**src/rtl/proc_run_controller.sv**
```systemverilog
// Run sequencer: resets the processor, runs it to an end PC, then
// captures writeback data and grades it against a pass code.
module proc_run_controller #(
   parameter int PC_W         = 64,
   parameter int DATA_W       = 64,
   parameter int RESET_CYCLES = 1,
   parameter int WDOG_W       = 16,
   parameter int WDOG_LIMIT   = 255
) (
   input  logic              CLK,
   input  logic              resetl,
   input  logic              start,
   input  logic [PC_W-1:0]   start_pc,
   input  logic [PC_W-1:0]   end_pc,
   input  logic [DATA_W-1:0] expected,
   input  logic [PC_W-1:0]   currentpc,
   input  logic [DATA_W-1:0] WB_data,
   output logic              proc_resetl,
   output logic [PC_W-1:0]   proc_startpc,
   output logic              busy,
   output logic              done,
   output logic              pass,
   output logic              timeout,
   output logic [DATA_W-1:0] result,
   output logic [WDOG_W-1:0] cycle_count
);

   localparam int RC_W = (RESET_CYCLES > 1) ? $clog2(RESET_CYCLES) : 1;
   localparam logic [RC_W-1:0]   RC_LOAD = RC_W'(RESET_CYCLES - 1);
   localparam logic [WDOG_W-1:0] WD_LAST = WDOG_W'(WDOG_LIMIT - 1);

   typedef enum logic [2:0] {
      S_IDLE,
      S_RESET,
      S_RUN,
      S_DRAIN,
      S_DONE
   } state_t;

   state_t            state;
   state_t            state_nxt;
   logic [PC_W-1:0]   start_pc_q;
   logic [PC_W-1:0]   end_pc_q;
   logic [DATA_W-1:0] exp_q;
   logic [RC_W-1:0]   rst_cnt;

   logic accept;
   logic drain_exit;
   logic wd_exit;
   logic cnt_inc;

   always_comb begin
      state_nxt  = state;
      accept     = 1'b0;
      drain_exit = 1'b0;
      wd_exit    = 1'b0;
      cnt_inc    = 1'b0;
      unique case (state)
         S_IDLE, S_DONE: begin
            if (start) begin
               accept    = 1'b1;
               state_nxt = S_RESET;
            end
         end
         S_RESET: begin
            if (rst_cnt == '0)
               state_nxt = S_RUN;
         end
         S_RUN: begin
            // reaching the end PC wins over a same-cycle watchdog hit
            if (currentpc >= end_pc_q) begin
               state_nxt = S_DRAIN;
            end else if (cycle_count == WD_LAST) begin
               wd_exit   = 1'b1;
               state_nxt = S_DONE;
            end else begin
               cnt_inc = 1'b1;
            end
         end
         S_DRAIN: begin
            drain_exit = 1'b1;
            state_nxt  = S_DONE;
         end
         default: state_nxt = S_IDLE;
      endcase
   end

   assign proc_resetl  = (state == S_RUN) || (state == S_DRAIN) ||
                         (state == S_DONE);
   assign busy         = (state == S_RESET) || (state == S_RUN) ||
                         (state == S_DRAIN);
   assign proc_startpc = start_pc_q;

   always_ff @(posedge CLK or negedge resetl) begin
      if (!resetl) begin
         state       <= S_IDLE;
         start_pc_q  <= '0;
         end_pc_q    <= '0;
         exp_q       <= '0;
         rst_cnt     <= '0;
         done        <= 1'b0;
         pass        <= 1'b0;
         timeout     <= 1'b0;
         result      <= '0;
         cycle_count <= '0;
      end else begin
         state <= state_nxt;
         if (accept) begin
            start_pc_q  <= start_pc;
            end_pc_q    <= end_pc;
            exp_q       <= expected;
            rst_cnt     <= RC_LOAD;
            done        <= 1'b0;
            pass        <= 1'b0;
            timeout     <= 1'b0;
            result      <= '0;
            cycle_count <= '0;
         end
         if (state == S_RESET && rst_cnt != '0)
            rst_cnt <= rst_cnt - RC_W'(1);
         if (cnt_inc && cycle_count != '1)
            cycle_count <= cycle_count + WDOG_W'(1);
         if (wd_exit) begin
            timeout <= 1'b1;
            done    <= 1'b1;
            pass    <= 1'b0;
            result  <= WB_data;
         end
         if (drain_exit) begin
            result <= WB_data;
            pass   <= (WB_data == exp_q);
            done   <= 1'b1;
         end
      end
   end

endmodule

```
**config.mk**
```make
export PLATFORM = sky130hd
export DESIGN_NAME = proc_run_controller
export DESIGN_NICKNAME = d
export VERILOG_FILES = /design/src/rtl/proc_run_controller.sv
export SDC_FILE = /design/constraint.sdc
export NUM_CORES = 1
export LEC_CHECK = 0
export CAP_MARGIN = 20
export CELL_PAD_IN_SITES_DETAIL_PLACEMENT = 0
export CELL_PAD_IN_SITES_GLOBAL_PLACEMENT = 1
export CORE_MARGIN = 5
export CORE_UTILIZATION = 34
export DETAILED_ROUTE_END_ITERATION = 8
export MAX_ROUTING_LAYER = met4
export PLACE_DENSITY_LB_ADDON = 0.15
export REMOVE_ABC_BUFFERS = 1
export SYNTH_ARGS = -nofsm -noshare
export SYNTH_HDL_FRONTEND = slang
export SYNTH_SLANG_ARGS = --single-unit
```
**constraint.sdc**
```tcl
create_clock -name CLK -period 3.3 [get_ports CLK]
set_input_delay 0.825 -clock CLK [delete_from_list [all_inputs] [get_ports CLK]]
set_output_delay 0.825 -clock CLK [all_outputs]
set_load 0.1 [all_outputs]
```
==> summary.txt <==
crit end category -> flip-flop
Area contributors post-synth -> dfrtp_1, nand2_1, ha_1
crit share post-route -> 0.968
Worst Setup SP -> currentpc[14]
Core Footprint -> 42,800 µm²
dpl ws -> -0.613 ns
H-tree levels -> 2
EDFF count, synth -> 0
dpl cell area -> 19,900 µm²
Initial Util -> 0.341
sequential power share -> 0.251
Die Span X -> 217 µm
unrepaired setup endpoints after global routing -> no
status -> finished clean
internal power -> 11.1 mW
vias after detailed routing -> 13,758
clk_lat worst skew -> 0.54 ns
minimum clock period -> 3.20 ns
layout cell share with drive strength beyond 1 -> 0.136
Slew Viols, Final -> 0
CTS Sinks -> 279
GRT Residual Overflow -> 0
GPL Wtd Cong -> 0.822
Final Core Density -> 0.496
initial antenna violation count -> 11
top-count cell post-synth -> nand2_1
r2r endpoint -> result[29]$_DFFE_PN0P_
number of synthesized register bits -> 279
Die Y-Extent -> 217 µm
worst r2r path cells -> 13
critical path class -> primary input to flip-flop
Comb power frac -> 0.581
highest clock rate -> 313 MHz
Cell Pwr Density -> 1110 nW/µm²
Clock Tree Root -> clkbuf_16
fill count -> 4,088
Netlist cell types -> 56
Yosys top cell by area -> dfrtp_1
CP max FO -> 6
ys async rst share -> 1.00
WL/cell -> 18.8 µm
drt total wl -> 51.3 mm
Slew @ Worst Pin -> 0.898 ns
# rows -> 76
CTS tree -> yes
Vias per Instance -> 5.05
first-pass GRT wire length -> 79.3 mm
setup violators final -> 0
Met2 Routed Length -> 23.5 mm
worst relative slew slack -> 0.401
syn_area_per_cell -> 8.72 µm²
final worst slack -> 0.105 ns
Num CTS Buffers -> 37
Final ANT Viol Nets -> 0
Clock Pin Slew Worst Setup and Hold Paths -> 0.05 ns
Worst Hold Class -> primary input to asynchronous set/reset pin
port buffer count -> 471
Syn Inst Count -> 1,674
largest net degree at the start of global routing -> 101
Layout Skew -> 0.0118 ns
Top Layer Used -> met4
FF-to-FF Start -> end_pc_q[27]$_DFFE_PN0P_
worst hold slack -> 0.245 ns
Yosys warnings -> 0
r2r setup slk -> 0.45 ns
Met3 Wirelength -> 3.87 mm
met1 WL -> 22.5 mm
Die Area -> 47,200 µm²
first drt pass iteration count -> 5
Clk pwr share -> 0.168
vias in the first global route -> 13,895
DP Wirelength -> 37.3 mm
Worst EP required -> 3.75 ns
gr usage total -> 0.218
Sw Share -> 0.527
Top FF cell, synth -> dfrtp_1
Post-synth top cells -> nand2_1, dfrtp_1, o21ai_0
final hold viol count -> 0
Max-cap violations -> 0
Area growth syn-to-layout -> 45.6%
Yosys top cell area share -> 0.478
net switching power -> 12.4 mW
DRT iter0 DRCs -> 785
Peak VDD IR -> 1.28 mV
Worst setup SP type -> primary input
final net count -> 2,531
Finished Cell Area -> 21,200 µm²
P_leak -> 9.66 nW
IO Count -> 472
DRC viols -> 0
critical path arrival -> 3.65 ns
sequential share of the synthesized area -> 0.478
clock buffer depth -> 3
Post-Syn Area -> 14,600 µm²
[worst max path at each step]
stage,end,slack [ns],cells after the start
final,cycle_count[4]$_DFFE_PN0P_,0.10,11
after global routing,result[16]$_DFFE_PN0P_,0.003,13
after CTS,result[29]$_DFFE_PN0P_,0.03,12
after floorplan,pass$_DFFE_PN0P_,-4.28,6
after global placement,result[42]$_DFFE_PN0P_,-0.60,10
after detailed placement,result[56]$_DFFE_PN0P_,-0.61,10
[layout make-up]
cell class	instances	area, µm²	area share
diodes	11	27.5	0.00130
well taps	546	683	0.0322
flip-flops and latches	279	6990	0.329
multi-input cells	1201	6920	0.326
clock buffers	61	1170	0.0550
inverters	84	315	0.0148
repair buffers	539	5110	0.241
clock inverters	6	33.8	0.00159
[layer usage]
| metal | up-vias | track usage |
|---|---|---|
| li1 | 6715 | - |
| met1 | 6584 | 0.278 |
| met2 | 382 | 0.335 |
| met3 | 77 | 0.0675 |
| met4 | 0 | 0.0647 |
| met5 | - | - |
[placed cells by master, fill, tap and decap left out, drive strengths merged, types with 8 or more instances in the layout]
master         netlist  final
a211oi              64     64
a21oi               25     25
a311o               64     64
buf                 28    218
clkbuf              82     61
clkdlybuf4s50        0    320
dfrtp              279    279
diode                0     11
ha                  66     66
inv                 84     85
nand2              553    553
nand3               81     81
nand4               27     27
nor2                13     13
nor3                 9      9
nor4                15     15
o21ai              147    147
o221ai               8      8
xnor2               45     45
xor2                18     18
[registers in the layout (all words and copies together) (netlist names)]
signal,cells
cycle_count,16
state,3
timeout,1
pass,1
done,1
proc_startpc,64
exp_q,64
result,64
end_pc_q,64
rst_cnt,1
[per-stage QoR]
stage                     TNS [ns]  power (mW)  std cells
after floorplan            -919.59        15.9       1564
final                            0        23.6       2727
after global routing             0        25.0       2727
after global placement      -44.90        19.5       2648
after CTS                        0        23.8       2716
after detailed placement    -45.88        19.7       2648
[critical path: stages]
cell	delay, ns
clkdlybuf4s50_1	0.42
ha_1	0.33
a21oi_1	0.16
nand2_1	0.07
a221o_1	0.35
o31a_1	0.31
o2111a_2	0.31
buf_4	0.14
buf_4	0.14
or4_1	0.49
o221ai_1	0.08
[cells by family (layout without fill, tap and decap cells)]
group,count (synthesis),in the layout,share of synthesized area
compound gates,341,341,0.160
xor+xnor,63,63,0.0378
fa+ha+maj,66,66,0.0566
buf+inv,194,690,0.0547
flops,279,279,0.478
mux,3,3,0.00206
other cells,0,11,0
simple gates,728,728,0.210
[power by group through the flow]
| stage | clock (mW) | combinational [mW] | sequential (mW) |
|---|---|---|---|
| 4_1_cts | 4.10 | 13.8 | 5.92 |
| 3_3_place_gp | 0 | 13.6 | 5.93 |
| 2_1_floorplan | 0 | 4.31 | 11.6 |
| 5_1_grt | 4.25 | 14.7 | 6.12 |
| 3_5_place_dp | 0 | 13.7 | 5.95 |
| 6_report | 3.96 | 13.7 | 5.91 |
[repair_timing]
item	CTS	global route
setup buffers	1	0
pin swaps	1	10
hold buffers	0	0
resized for setup	0	11
setup endpoints to repair	49	70
endpoints found under the hold margin	0	0
(Power assumes the default switching activity.)
